## src/rtl/key_evt_pkg.sv

```systemverilog
// -----------------------------------------------------------------------------
// key_evt_pkg
// Shared encodings for the key event scheduler:
//   - evt_type codes (press / release / long-press)
//   - per-key debounce FSM state encoding
//   - small elaboration-time helper for counter sizing
// Optional feature macro: KEY_LONG_PRESS_EN adds the LONG_HELD state.
// -----------------------------------------------------------------------------
package key_evt_pkg;

    localparam logic [1:0] EVT_PRESS   = 2'd0;
    localparam logic [1:0] EVT_RELEASE = 2'd1;
    localparam logic [1:0] EVT_LONG    = 2'd2;

    typedef enum logic [2:0] {
        ST_RELEASED     = 3'd0,
        ST_PRESS_WAIT   = 3'd1,
        ST_PRESSED      = 3'd2,
        ST_RELEASE_WAIT = 3'd3
`ifdef KEY_LONG_PRESS_EN
        ,
        ST_LONG_HELD    = 3'd4
`endif
    } key_state_e;

    function automatic int max_int(input int a, input int b);
        return (a > b) ? a : b;
    endfunction

endpackage

```

## src/rtl/key_debounce_fsm.sv

```systemverilog
// -----------------------------------------------------------------------------
// key_debounce_fsm
// Debounce FSM, stable-tick counter and one-entry pending event slot for a
// single key.
// Optional feature macro: KEY_LONG_PRESS_EN (long-press detection).
// Ports:
//   clk, rst_n      clock, async active-low reset
//   i_pressed       synchronized key level, 1 = pressed
//   i_tick          one-cycle time tick
//   i_take          arbiter transfers this key's pending event this cycle
//   o_level         debounced key state, 1 = pressed
//   o_slot_valid    pending slot holds an event
//   o_slot_type     type of the pending event
//   o_drop          a new event is being lost to the full slot (combinational)
// -----------------------------------------------------------------------------
module key_debounce_fsm
    import key_evt_pkg::*;
#(
    parameter int DEBOUNCE_TICKS = 20,
`ifdef KEY_LONG_PRESS_EN
    parameter int LONG_TICKS     = 1000,
`endif
    parameter int CNT_W          = 10
) (
    input  logic       clk,
    input  logic       rst_n,
    input  logic       i_pressed,
    input  logic       i_tick,
    input  logic       i_take,
    output logic       o_level,
    output logic       o_slot_valid,
    output logic [1:0] o_slot_type,
    output logic       o_drop
);

    localparam logic [CNT_W-1:0] DEB_LAST  = CNT_W'(DEBOUNCE_TICKS - 1);
    localparam logic [CNT_W-1:0] CNT_SAT   = {CNT_W{1'b1}};
`ifdef KEY_LONG_PRESS_EN
    localparam logic [CNT_W-1:0] LONG_LAST = CNT_W'(LONG_TICKS - 1);
`endif

    key_state_e       r_state;
    key_state_e       w_state_nxt;
    logic [CNT_W-1:0] r_cnt;
    logic [CNT_W-1:0] w_cnt_nxt;
    logic             w_post;
    logic [1:0]       w_post_type;
    logic             r_level;
    logic             r_slot_valid;
    logic [1:0]       r_slot_type;
`ifdef KEY_LONG_PRESS_EN
    // Remembers that RELEASE_WAIT was entered from LONG_HELD so a bounce
    // returns there and no second long-press is generated.
    logic             r_from_long;
    logic             w_from_long_nxt;
`endif

    function automatic logic [CNT_W-1:0] sat_inc(input logic [CNT_W-1:0] v);
        return (v == CNT_SAT) ? v : v + 1'b1;
    endfunction

    function automatic logic is_down(input key_state_e s);
        case (s)
            ST_PRESSED, ST_RELEASE_WAIT: return 1'b1;
`ifdef KEY_LONG_PRESS_EN
            ST_LONG_HELD:                return 1'b1;
`endif
            default:                     return 1'b0;
        endcase
    endfunction

    // Next-state, counter and event-post logic of the debounce FSM.
    always_comb begin
        w_state_nxt = r_state;
        w_cnt_nxt   = r_cnt;
        w_post      = 1'b0;
        w_post_type = EVT_PRESS;
`ifdef KEY_LONG_PRESS_EN
        w_from_long_nxt = r_from_long;
`endif
        case (r_state)
            ST_RELEASED: begin
                if (i_pressed) begin
                    w_state_nxt = ST_PRESS_WAIT;
                    w_cnt_nxt   = '0;
                end else begin
                    w_state_nxt = ST_RELEASED;
                end
            end
            ST_PRESS_WAIT: begin
                if (!i_pressed) begin
                    w_state_nxt = ST_RELEASED;
                    w_cnt_nxt   = '0;
                end else if (i_tick) begin
                    // This tick brings the stable count to DEBOUNCE_TICKS.
                    if (r_cnt == DEB_LAST) begin
                        w_state_nxt = ST_PRESSED;
                        w_cnt_nxt   = '0;
                        w_post      = 1'b1;
                        w_post_type = EVT_PRESS;
                    end else begin
                        w_cnt_nxt = sat_inc(r_cnt);
                    end
                end else begin
                    w_cnt_nxt = r_cnt;
                end
            end
            ST_PRESSED: begin
                if (!i_pressed) begin
                    w_state_nxt = ST_RELEASE_WAIT;
                    w_cnt_nxt   = '0;
`ifdef KEY_LONG_PRESS_EN
                    w_from_long_nxt = 1'b0;
`endif
                end
`ifdef KEY_LONG_PRESS_EN
                else if (i_tick) begin
                    if (r_cnt == LONG_LAST) begin
                        w_state_nxt = ST_LONG_HELD;
                        w_cnt_nxt   = '0;
                        w_post      = 1'b1;
                        w_post_type = EVT_LONG;
                    end else begin
                        w_cnt_nxt = sat_inc(r_cnt);
                    end
                end
`endif
                else begin
                    w_state_nxt = ST_PRESSED;
                end
            end
            ST_RELEASE_WAIT: begin
                if (i_pressed) begin
`ifdef KEY_LONG_PRESS_EN
                    w_state_nxt = r_from_long ? ST_LONG_HELD : ST_PRESSED;
`else
                    w_state_nxt = ST_PRESSED;
`endif
                    w_cnt_nxt   = '0;
                end else if (i_tick) begin
                    if (r_cnt == DEB_LAST) begin
                        w_state_nxt = ST_RELEASED;
                        w_cnt_nxt   = '0;
                        w_post      = 1'b1;
                        w_post_type = EVT_RELEASE;
                    end else begin
                        w_cnt_nxt = sat_inc(r_cnt);
                    end
                end else begin
                    w_cnt_nxt = r_cnt;
                end
            end
`ifdef KEY_LONG_PRESS_EN
            ST_LONG_HELD: begin
                if (!i_pressed) begin
                    w_state_nxt     = ST_RELEASE_WAIT;
                    w_cnt_nxt       = '0;
                    w_from_long_nxt = 1'b1;
                end else begin
                    w_state_nxt = ST_LONG_HELD;
                end
            end
`endif
            default: begin
                w_state_nxt = ST_RELEASED;
                w_cnt_nxt   = '0;
            end
        endcase
    end

    // FSM state, stable counter and debounced level registers.
    always_ff @(posedge clk or negedge rst_n) begin
        if (!rst_n) begin
            r_state <= ST_RELEASED;
            r_cnt   <= '0;
            r_level <= 1'b0;
`ifdef KEY_LONG_PRESS_EN
            r_from_long <= 1'b0;
`endif
        end else begin
            r_state <= w_state_nxt;
            r_cnt   <= w_cnt_nxt;
            r_level <= is_down(w_state_nxt);
`ifdef KEY_LONG_PRESS_EN
            r_from_long <= w_from_long_nxt;
`endif
        end
    end

    // A take in the same cycle frees the slot first, so a simultaneous post
    // refills it instead of being dropped.
    assign o_drop = w_post & r_slot_valid & ~i_take;

    // Pending event slot: keep-oldest on overflow.
    always_ff @(posedge clk or negedge rst_n) begin
        if (!rst_n) begin
            r_slot_valid <= 1'b0;
            r_slot_type  <= EVT_PRESS;
        end else if (w_post) begin
            if (r_slot_valid && !i_take) begin
                r_slot_valid <= r_slot_valid;
            end else begin
                r_slot_valid <= 1'b1;
                r_slot_type  <= w_post_type;
            end
        end else if (i_take) begin
            r_slot_valid <= 1'b0;
        end else begin
            r_slot_valid <= r_slot_valid;
        end
    end

    assign o_level      = r_level;
    assign o_slot_valid = r_slot_valid;
    assign o_slot_type  = r_slot_type;

endmodule

```

## src/rtl/key_event_sched.sv

```systemverilog
// -----------------------------------------------------------------------------
// key_event_sched
// Debounces N_KEYS active-low raw buttons and schedules press / release
// (and optionally long-press) events onto a single valid/ready channel with
// round-robin arbitration between keys.
// Optional feature macro: KEY_LONG_PRESS_EN (long-press events, evt_type=2).
// Ports:
//   clk, rst_n   clock, async active-low reset
//   key_in       raw buttons, 0 = pressed
//   key_level    debounced state per key, 1 = pressed (registered)
//   evt_valid    event presented (registered)
//   evt_ready    consumer accepts the presented event
//   evt_key      key index of the presented event (registered)
//   evt_type     0 press, 1 release, 2 long-press (registered)
//   evt_drop     one-cycle pulse when an event was lost to a full slot
// -----------------------------------------------------------------------------
module key_event_sched
    import key_evt_pkg::*;
#(
    parameter int N_KEYS         = 4,
    parameter int TICK_DIV       = 50000,
    parameter int DEBOUNCE_TICKS = 20,
    parameter int LONG_TICKS     = 1000
) (
    input  logic                      clk,
    input  logic                      rst_n,
    input  logic [N_KEYS-1:0]         key_in,
    output logic [N_KEYS-1:0]         key_level,
    output logic                      evt_valid,
    input  logic                      evt_ready,
    output logic [$clog2(N_KEYS)-1:0] evt_key,
    output logic [1:0]                evt_type,
    output logic                      evt_drop
);

    localparam int KW    = $clog2(N_KEYS);
    localparam int TW    = (TICK_DIV > 1) ? $clog2(TICK_DIV) : 1;
    localparam int CNT_W = $clog2(max_int(DEBOUNCE_TICKS, LONG_TICKS) + 1);
    localparam logic [TW-1:0] TICK_LAST = TW'(TICK_DIV - 1);
    localparam logic [KW-1:0] KEY_LAST  = KW'(N_KEYS - 1);

    logic [N_KEYS-1:0] r_sync1;
    logic [N_KEYS-1:0] r_sync2;
    logic [TW-1:0]     r_tick_cnt;
    logic              w_tick;
    logic [N_KEYS-1:0] w_level;
    logic [N_KEYS-1:0] w_slot_valid;
    logic [1:0]        w_slot_type [N_KEYS];
    logic [N_KEYS-1:0] w_drop;
    logic [N_KEYS-1:0] w_take;
    logic              w_found;
    logic [KW-1:0]     w_sel;
    logic              r_evt_valid;
    logic [KW-1:0]     r_evt_key;
    logic [1:0]        r_evt_type;
    logic              r_evt_drop;
    logic [KW-1:0]     r_rr_ptr;

    // Two-flop synchronizers, reset to the released level.
    always_ff @(posedge clk or negedge rst_n) begin
        if (!rst_n) begin
            r_sync1 <= '1;
            r_sync2 <= '1;
        end else begin
            r_sync1 <= key_in;
            r_sync2 <= r_sync1;
        end
    end

    assign w_tick = (r_tick_cnt == TICK_LAST);

    // Shared time-tick divider.
    always_ff @(posedge clk or negedge rst_n) begin
        if (!rst_n) begin
            r_tick_cnt <= '0;
        end else if (w_tick) begin
            r_tick_cnt <= '0;
        end else begin
            r_tick_cnt <= r_tick_cnt + 1'b1;
        end
    end

    for (genvar g = 0; g < N_KEYS; g++) begin : g_key
        assign w_take[g] = r_evt_valid & evt_ready & (r_evt_key == KW'(g));

        key_debounce_fsm #(
            .DEBOUNCE_TICKS (DEBOUNCE_TICKS),
`ifdef KEY_LONG_PRESS_EN
            .LONG_TICKS     (LONG_TICKS),
`endif
            .CNT_W          (CNT_W)
        ) u_fsm (
            .clk          (clk),
            .rst_n        (rst_n),
            .i_pressed    (~r_sync2[g]),
            .i_tick       (w_tick),
            .i_take       (w_take[g]),
            .o_level      (w_level[g]),
            .o_slot_valid (w_slot_valid[g]),
            .o_slot_type  (w_slot_type[g]),
            .o_drop       (w_drop[g])
        );
    end

    // Round-robin search from r_rr_ptr; scanning offsets high-to-low lets the
    // lowest offset overwrite the others, so the nearest pending key wins.
    always_comb begin
        w_found = 1'b0;
        w_sel   = '0;
        for (int i = N_KEYS - 1; i >= 0; i--) begin
            w_sel   = w_slot_valid[(int'(r_rr_ptr) + i) % N_KEYS]
                      ? KW'((int'(r_rr_ptr) + i) % N_KEYS) : w_sel;
            w_found = w_found | w_slot_valid[(int'(r_rr_ptr) + i) % N_KEYS];
        end
    end

    // Output channel: load a pending event while idle, hold it until accepted.
    always_ff @(posedge clk or negedge rst_n) begin
        if (!rst_n) begin
            r_evt_valid <= 1'b0;
            r_evt_key   <= '0;
            r_evt_type  <= EVT_PRESS;
            r_rr_ptr    <= '0;
        end else if (r_evt_valid) begin
            if (evt_ready) begin
                r_evt_valid <= 1'b0;
                r_rr_ptr    <= (r_evt_key == KEY_LAST) ? '0 : r_evt_key + 1'b1;
            end else begin
                r_evt_valid <= 1'b1;
            end
        end else if (w_found) begin
            r_evt_valid <= 1'b1;
            r_evt_key   <= w_sel;
            r_evt_type  <= w_slot_type[w_sel];
        end else begin
            r_evt_valid <= 1'b0;
        end
    end

    // Drop pulse, merged across keys.
    always_ff @(posedge clk or negedge rst_n) begin
        if (!rst_n) begin
            r_evt_drop <= 1'b0;
        end else begin
            r_evt_drop <= |w_drop;
        end
    end

    assign key_level = w_level;
    assign evt_valid = r_evt_valid;
    assign evt_key   = r_evt_key;
    assign evt_type  = r_evt_type;
    assign evt_drop  = r_evt_drop;

endmodule

```

## config.mk

```make
export PLATFORM = sky130hd
export DESIGN_NAME = key_event_sched
export DESIGN_NICKNAME = d
export VERILOG_FILES = /design/src/rtl/key_evt_pkg.sv /design/src/rtl/key_debounce_fsm.sv /design/src/rtl/key_event_sched.sv
export SDC_FILE = /design/constraint.sdc
export NUM_CORES = 1
export LEC_CHECK = 0
export BUFFER_PORTS_ARGS = -buffer_cell sky130_fd_sc_hd__clkbuf_2
export CAP_MARGIN = 20
export CELL_PAD_IN_SITES_DETAIL_PLACEMENT = 0
export CELL_PAD_IN_SITES_GLOBAL_PLACEMENT = 1
export CORE_AREA = 5 5 98 118
export CTS_CLUSTER_DIAMETER = 120
export CTS_CLUSTER_SIZE = 40
export DETAILED_ROUTE_END_ITERATION = 10
export DIE_AREA = 0 0 103 123
export PLACE_DENSITY = 0.77
export SYNTH_ARGS = -nofsm -noshare
export SYNTH_HDL_FRONTEND = slang
export SYNTH_SLANG_ARGS = --single-unit
export TNS_END_PERCENT = 50
```

## constraint.sdc

```tcl
create_clock -name clk -period 3.3 [get_ports clk]
set_input_delay 0.33 -clock clk [delete_from_list [all_inputs] [get_ports clk]]
set_output_delay 0.33 -clock clk [all_outputs]
set_load 0.02 [all_outputs]
```

* Word level (Yosys, flattened, before mapping) *
Cells that the tools add are included.

word-level totals
  flip-flop bits (word level) = 100
  output and inout bits = 10
  word-level logic and storage cells = 297
  input port bits = 7

operators by class
  eq/ne operators = 44
  bitwise gates (word level) = 29
  add/subtract/negate cells = 9
  mux-type cells = 143
  reduce and logical (&&, ||, !) cells = 39
  $lt $le $gt $ge = 5

operators with widths
  kind                                                                           count
  10-bit two-way mux                                                             28
  10-bit one-hot mux with 4 select lines                                         4
  3-bit two-way mux                                                              24
  1-bit two-way mux                                                              54
  3-bit by 2-bit == test with 1-bit output (second input constant)               16
  3-bit one-hot mux with 4 select lines                                          4
  10-bit by 1-bit adder with 10-bit output (second input constant)               4
  10-bit == test (second input constant)                                         4
  10-bit by 5-bit == test with 1-bit output (second input constant)              4
  2-bit two-way mux                                                              19
  2-bit AND reduction                                                            14
  2-bit != test (second input constant)                                          12
  16-bit by 1-bit adder with 16-bit output (second input constant)               1
  16-bit == test (second input constant)                                         1
  16-bit two-way mux                                                             1
  2-bit OR reduction                                                             7
  1-bit bitwise AND                                                              13
  3-bit by 1-bit == test with 1-bit output (second input constant)               4
  3-bit zero test                                                                4
  3-bit by 4-bit less-than comparator with 1-bit output (second input constant)  3
  1-bit inverter                                                                 9
  1-bit binary-select mux with 2-bit select                                      4
  1-bit one-hot mux with 2 select lines                                          4
  2-bit nonzero test                                                             4
  14 further kinds                                                               27

* Logic depth before layout (Yosys ltp) *
Gate-level depths: netlist of the first run.

  depth in word-level cells = 14
  depth in mapped cells = 8
  mapped depth without buffers = 7

* Hierarchy *
Synthesis of the first run repeated with hierarchy kept, for this count alone.

second synthesis, totals
  cell total of the unflattened synthesis = 535
  area, all modules = 5251.3 µm²

modules (own cells, without submodules)
  module            cells each  area each (µm²)  instances  sequential area each (µm²)
  key_debounce_fsm  100         935.9            4          400.4
  key_event_sched   135         1507.7           1          810.8

* Least setup slack after synthesis of the first run *
No wires, ideal clock.

  path kind = flip-flop to flip-flop
  start = register r_tick_cnt[4]
  end = register g_key[1].u_fsm.r_cnt[6]
  setup time = 78 ps
  arrival = 2428 ps
  data required time = 3222 ps
  period minus slack after synthesis = 2507 ps
  path buffers = 1
  setup slack = 793 ps
  cell stages (with the launch flop) = 7
  cells stage by stage = dfrtp_1 > or4b_1 > or4_1 > buf_6 > or3_4 > or3_1 > a21oi_1

between the ends
  longest elaborated chain between the ends = 4
  elaborated cells on any way between the ends = 5
  those cells by class = 1 x eq/ne; 4 x mux

ends and longest elaborated chain
  element                                       RTL line                 RTL
  from (decl)                                   key_event_sched.sv:44    logic [TW-1:0] r_tick_cnt;
  from (signal assigned)                        key_event_sched.sv:79    r_tick_cnt <= r_tick_cnt + 1'b1;
  16-bit == test (*)                            key_event_sched.sv:70    assign w_tick = (r_tick_cnt == TICK_LAST);
  10-bit two-way mux (*)                        --
  10-bit two-way mux, on equally long branches  --
  10-bit one-hot mux with 4 select lines (*)    --
  to (signal assigned)                          key_debounce_fsm.sv:182  r_cnt <= w_cnt_nxt;
  to (decl)                                     key_debounce_fsm.sv:44   logic [CNT_W-1:0] r_cnt;

Mark *: on every way between the ends. The rest lies on a longest branch, timed or not.
A chain may end at the register's enable or synchronous reset.

* Final worst setup path of the first run *
  start = register r_tick_cnt[4]
  end = register g_key[2].u_fsm.r_cnt[7]

between the ends
  longest elaborated chain between the ends = 4
  elaborated cells on any way between the ends = 5
  those cells by class = 1 x eq/ne; 4 x mux

ends and longest elaborated chain
  element                                       RTL line
  16-bit == test (*)                            key_event_sched.sv:70
  10-bit two-way mux (*)                        --
  10-bit two-way mux, on equally long branches  --
  10-bit one-hot mux with 4 select lines (*)    --
  to (signal assigned)                          key_debounce_fsm.sv:182
  to (decl)                                     key_debounce_fsm.sv:44

Marks and branches as above.

==> impl_metrics.yaml, run 1 <==
synthesis:
  synth-edff-count: 0
  synth_top_area_cell: "dfrtp_1"
  synth_area_um2: 4920
  synth_commonest_cells: "87 x dfrtp_1, 60 x nor2_1, 39 x nand2_1"
  synthCells: 519
  synth.area.top_cells: "dfrtp_1 44%, nor2_1 4.6%, dfstp_2 4.3%"
  synthArstFlopShare_pct: 100
  synth_cell_type_count: 54
  ys_ff_latch: 95
  ys_seq_area_share_pct: 48.5
  yosysWarnings: 0
  synth_top_area_share_pct: 44.3
  synthFlopType: "dfrtp_1"
  synth_most_common_cell: "dfrtp_1"
  avgSynthCellArea_um2: 9.48
sta:
  max_freq_mhz: 358
  final.setup.tns_ps: 0
  worst_slew_pin_slew_ps: 991
  clock_skew_ps: 9.24
  setup_viol: 0
  period_needed_ps: 2790
  slew_violations: 0
  fin_crit_sh_pct: 84.7
  relSlewSlack_pct: 33.9
  rsz0062_at_grt: "false"
  hold_viol_final: 0
  post-route-worst-setup-slack_ps: 505
critical_path:
  startpoint_type: "flop"
  worstRegToRegCells: 6
  crit_arrival_ps: 3010
  path_max_fanout: 11
  rr_startpoint: "r_tick_cnt[4]$_DFF_PN0_"
  endpoint_kind: "flop"
  crit_required_ps: 3520
  criticalPathCategory: "reg -> reg"
  timing.rr.end: "g_key[2].u_fsm.r_cnt[7]$_DFFE_PN0P_"
  rrSetupSlack_ps: 510
grt:
  antenna_found_initial: 0
  grt.total_usage_pct: 17.7
  grt_pass1_vias: 3829
  grt_pass1_wl_um: 17700
  grt-ovfl-total: 0
  grt_max_degree: 53
cts:
  cts.sinks: 95
  h-tree-depth: 3
  cts_root_buf: "clkbuf_16"
  cts-hold-fix-buffers: 0
  cts_made_buffers: 9
  cts_setup_buffers: 0
  clk_latency_ps: 340
  ctsResizeCount: 0
  cts.clk_slew.worst_paths_ps: 70
  cts_tree: "built"
  cts_buffer_depth: 2
route:
  met1Wirelength_um: 4530
  first_pass_iters: 6
  dr_wl_met3_um: 220
  num_vias: 3818
  wl_um: 10100
  via_per_inst: 5.73
  route.top_layer_used: "met4"
  drtIter0Drc: 183
  drc: 0
  wl_per_cell_um: 15.2
  wl_met2_um: 5160
  antenna_left: 0
floorplanning:
  die_height_um: 123
  die_w_um: 103
  rows: 41
  core_area_um2: 10400
  start_util_pct: 47.5
  dieArea_um2: 12700
  io-pin-count: 17
power_and_ir_drop:
  p_leak_nw: 2.27
  power.density_nw_per_um2: 497
  ir_drop_mv: 0.249
flow_run:
  timing.max_cap.violations: 0
layout:
  layout-drive-gt1-share_pct: 9.50
  nets: 548
  postLayoutCellArea_um2: 5410
  area_growth_pct: 9.92
  antenna_cells: 0
  utilization_pct: 52.2
placed_design:
  place_ws_ps: 499
  port_buffers: 15
  placed_cell_area_um2: 5100
  place.gp.congestion: 0.829
  dpl.hpwl_um: 7280
run_status:
  status: "complete, no violations"
worst_hold_path:
  hold_class: "in -> async"
metal layers:
| metal | up-vias | global-route usage (%) |
|---|---|---|
| met5 | - | 0 |
| met4 | 0 | 8.18 |
| met3 | 15 | 2.43 |
| met2 | 32 | 30.1 |
| met1 | 1868 | 22.0 |
| li1 | 1903 | - |
flip-flops by register name, summed over array words and instances, names as in the netlist:
name and count:
r_tick_cnt 16, evt_valid 1, g_key.u_fsm.o_slot_valid 4, evt_key 2
r_sync2 4, r_rr_ptr 2, g_key.u_fsm.o_slot_type 4, g_key.u_fsm.r_cnt 40
evt_drop 1, evt_type 1, g_key.u_fsm.o_level 4, g_key.u_fsm.r_state 12
r_sync1 4
worst max-delay path by stage:
stage	from	endpoint	slack (ps)	depth (start not counted)
after global routing	r_tick_cnt[4]$_DFF_PN0_	g_key[0].u_fsm.r_cnt[9]$_DFFE_PN0P_	310	6
after global placement	r_tick_cnt[4]$_DFF_PN0_	g_key[2].u_fsm.r_cnt[7]$_DFFE_PN0P_	550	6
final	r_tick_cnt[4]$_DFF_PN0_	g_key[2].u_fsm.r_cnt[7]$_DFFE_PN0P_	510	6
after floorplan	r_tick_cnt[4]$_DFF_PN0_	g_key[1].u_fsm.r_cnt[6]$_DFFE_PN0P_	790	6
after detailed placement	r_tick_cnt[4]$_DFF_PN0_	g_key[2].u_fsm.r_cnt[7]$_DFFE_PN0P_	500	6
after CTS	r_tick_cnt[4]$_DFF_PN0_	g_key[2].u_fsm.r_cnt[7]$_DFFE_PN0P_	490	6
per-stage QoR:
step	hold WS, ps	instances	total power [mW]
final	4.27	666	2.69
after global routing	44.8	666	2.83
after CTS	35.6	666	2.73
after detailed placement	350	650	1.66
after global placement	346	650	1.65
after floorplan	34.4	523	1.54
where the power goes:
group,total [mW],switching [mW],internal [mW],leakage (nW)
clock,1.06,0.449,0.612,0.149
combinational,0.311,0.195,0.116,0.857
sequential,1.32,0.0852,1.23,1.26
cell usage in the layout (no fill, tap or decap), types with 6 or more instances in the layout:
cell type / netlist / layout
nor3_1: 26 / 26
nand2b_1: 6 / 6
nor4_1: 9 / 8
nor2_1: 60 / 60
mux2i_1: 13 / 13
a21oi_1: 26 / 26
o21ai_0: 22 / 22
clkbuf_16: 0 / 9
or3_1: 9 / 9
inv_1: 21 / 21
dfstp_2: 8 / 8
xnor2_1: 13 / 13
nand3_1: 26 / 26
a31oi_1: 11 / 11
nand2_1: 39 / 39
dfrtp_1: 87 / 87
clkbuf_2: 0 / 14
xor2_1: 14 / 14
buf_4: 6 / 6
nand4_1: 21 / 21
ha_1: 9 / 9
worst max-delay path, stage by stage, from the launching register on:
cell	delay [ps]
dfrtp_1	430
or4b_1	570
or4_1	730
buf_4	270
or3_1	410
o21ai_0	160
a31oi_1	100
cell families (layout without fill, tap and decap cells):
family,count (synthesis),in the layout,synth area share [%]
AO/OA/AOI/OAI,94,94,12.3
XOR/XNOR,27,27,4.81
adder cells (fa/ha/maj),9,9,2.29
buffers and inverters,43,57,3.99
flip-flops,95,95,48.5
multiplexers,16,16,3.33
other,1,5,0.0762
AND/OR/NAND/NOR,234,234,24.6
cell type report:
type,instances,area [um2]
clock inverter,6,68.8
timing repair buffer,20,115
tap,129,161
inverter,21,78.8
sequential,95,2390
multi-input combinational,385,2360
clock buffer,10,239
fill,993,4960
(Power assumes the default switching activity.)
==> run 2, diff against run 1 <==
==> constraint.sdc (replaced) <==
create_clock -name clk -period 2.8 [get_ports clk]
set_input_delay 0.28 -clock clk [delete_from_list [all_inputs] [get_ports clk]]
set_output_delay 0.28 -clock clk [all_outputs]
set_load 0.02 [all_outputs]
==> impl_metrics.yaml, run 2 (synthesized netlist as in run 1, its figures left out) <==
cts:
  clk_latency_ps: 340
  h-tree-depth: 3
  cts_root_buf: "clkbuf_16"
  ctsResizeCount: 0
  cts.sinks: 95
  cts_made_buffers: 9
  cts_buffer_depth: 2
  cts-hold-fix-buffers: 0
  cts_setup_buffers: 0
  cts.clk_slew.worst_paths_ps: 70
  cts_tree: "built"
critical_path:
  crit_required_ps: 3010
  criticalPathCategory: "reg -> reg"
  rr_startpoint: "r_tick_cnt[4]$_DFF_PN0_"
  crit_arrival_ps: 2810
  slowest_stage: "or4_1"
  timing.rr.end: "g_key[2].u_fsm.r_cnt[7]$_DFFE_PN0P_"
  cp.depth: 6
  startpoint_type: "flop"
  path_delay_family: "simple AND/OR/NAND/NOR gates"
  cp_slowest_stage_delay_ps: 600
  critPathLaunch: "r_tick_cnt[4]$_DFF_PN0_"
  path_max_fanout: 10
  worstRegToRegCells: 6
  crit_buf_inv: 1
  endpoint_kind: "flop"
  endpoint: "g_key[2].u_fsm.r_cnt[7]$_DFFE_PN0P_"
  rrSetupSlack_ps: 200
  path_cells: "or4b_1, or4_1, buf_4, or3_1, o21ai_0, a31oi_1"
layout:
  reg.largest.list: "g_key.u_fsm.r_cnt (40), r_tick_cnt (16), g_key.u_fsm.r_state (12)"
  largest_reg_flops: 40
  regMostFlops: "g_key.u_fsm.r_cnt"
  area_growth_pct: 10.3
  antenna_cells: 0
  fillCellCount: 960
  final_common_cell: "dfrtp_1"
  layout-drive-gt1-share_pct: 9.83
  final_cell_mix: "87 x dfrtp_1, 60 x nor2_1, 39 x nand2_1"
  nets: 550
sta:
  hold_viol_final: 22
  post-route-worst-setup-slack_ps: 202
  slew_violations: 0
  period_needed_ps: 2600
  fin_hold_ws_ps: -18.6
  worst_slew_pin_slew_ps: 998
  final.setup.tns_ps: 0
  relSlewSlack_pct: 33.1
  rsz0062_at_grt: "false"
  clock_skew_ps: 5.53
  fin_crit_sh_pct: 92.8
  max_freq_mhz: 385
  setup_viol: 0
placed_design:
  place.gp.congestion: 0.828
  place_ws_ps: 189
  port_buffers: 15
  dpl.hpwl_um: 7190
power_and_ir_drop:
  power.density_nw_per_um2: 580
  ir_drop_mv: 0.354
  p_leak_nw: 2.26
  power_mw: 3.15
route:
  first_pass_iters: 5
  wl_um: 10200
  via_per_inst: 5.83
  wl_per_cell_um: 15.3
  drtIter0Drc: 176
  num_vias: 3892
  antenna_left: 0
  drc: 0
flow_run:
  timing.max_cap.violations: 0
floorplanning:
  die_height_um: 123
  core_area_um2: 10400
  io-pin-count: 17
  dieArea_um2: 12700
  start_util_pct: 47.5
  rows: 41
  die_w_um: 103
run_status:
  status: "finished, violations left"
  violations: "hold timing"
grt:
  antenna_found_initial: 0
  grt_pass1_wl_um: 17500
  grt.total_usage_pct: 17.3
  grt_pass1_vias: 3790
  grt-ovfl-total: 0
  grt_max_degree: 54
worst_hold_path:
  hold_class: "in -> async"
## run 2: cell count changes in the layout (fill, tap and decap cells not counted), sizes merged
cell and delta:
clkbuf -1, inv -1, clkinvlp +3, clkinv -1, buf +2
## run 2: where the power goes
part	total, mW	switching, mW	internal, mW
registers	1.55	0.100	1.45
logic	0.374	0.235	0.139
clock network	1.22	0.528	0.692
## run 2: per-layer routing
layer / global-route usage [%] / wire length [um] / vias up
met3: 3.67 / 362 / 9
met1: 21.7 / 4530 / 1890
met5: 0 / 0 / -
met4: 6.32 / 114 / 0
met2: 29.3 / 5200 / 76
li1: - / - / 1917
## run 2: cell type report
cell class	count	area (um2)	area share, %
sequential	95	2390	44.0
clock inverter	7	73.8	1.36
clock buffer	9	225	4.15
tap	129	161	2.98
timing repair buffer	22	143	2.63
multi-input combinational	385	2360	43.4
inverter	21	78.8	1.45
## run 2: per-stage QoR
step           hold slack [ps]  cell area [um2]  cells  utilization, %
2_1_floorplan            -15.6             4930    523               -
3_3_place_gp               346             5130    652            49.5
3_5_place_dp               347             5130    652            49.5
4_1_cts                   3.00             5430    668            52.4
5_1_grt                   2.24             5430    668            52.4
6_report                 -18.6             5430    668            52.4
## run 2: how the worst min path moves through the flow
stage | to | slack [ps] | cells after the start
5_1_grt | r_sync1[3]$_DFF_PN1_ | 2 | 1
6_report | g_key[1].u_fsm.r_cnt[3]$_DFFE_PN0P_ | -20 | 1
3_3_place_gp | r_sync2[2]$_DFF_PN1_ | 350 | 0
3_5_place_dp | r_sync2[3]$_DFF_PN1_ | 350 | 0
2_1_floorplan | evt_drop$_DFF_PN0_ | -20 | 0
4_1_cts | r_sync1[2]$_DFF_PN1_ | 3 | 1
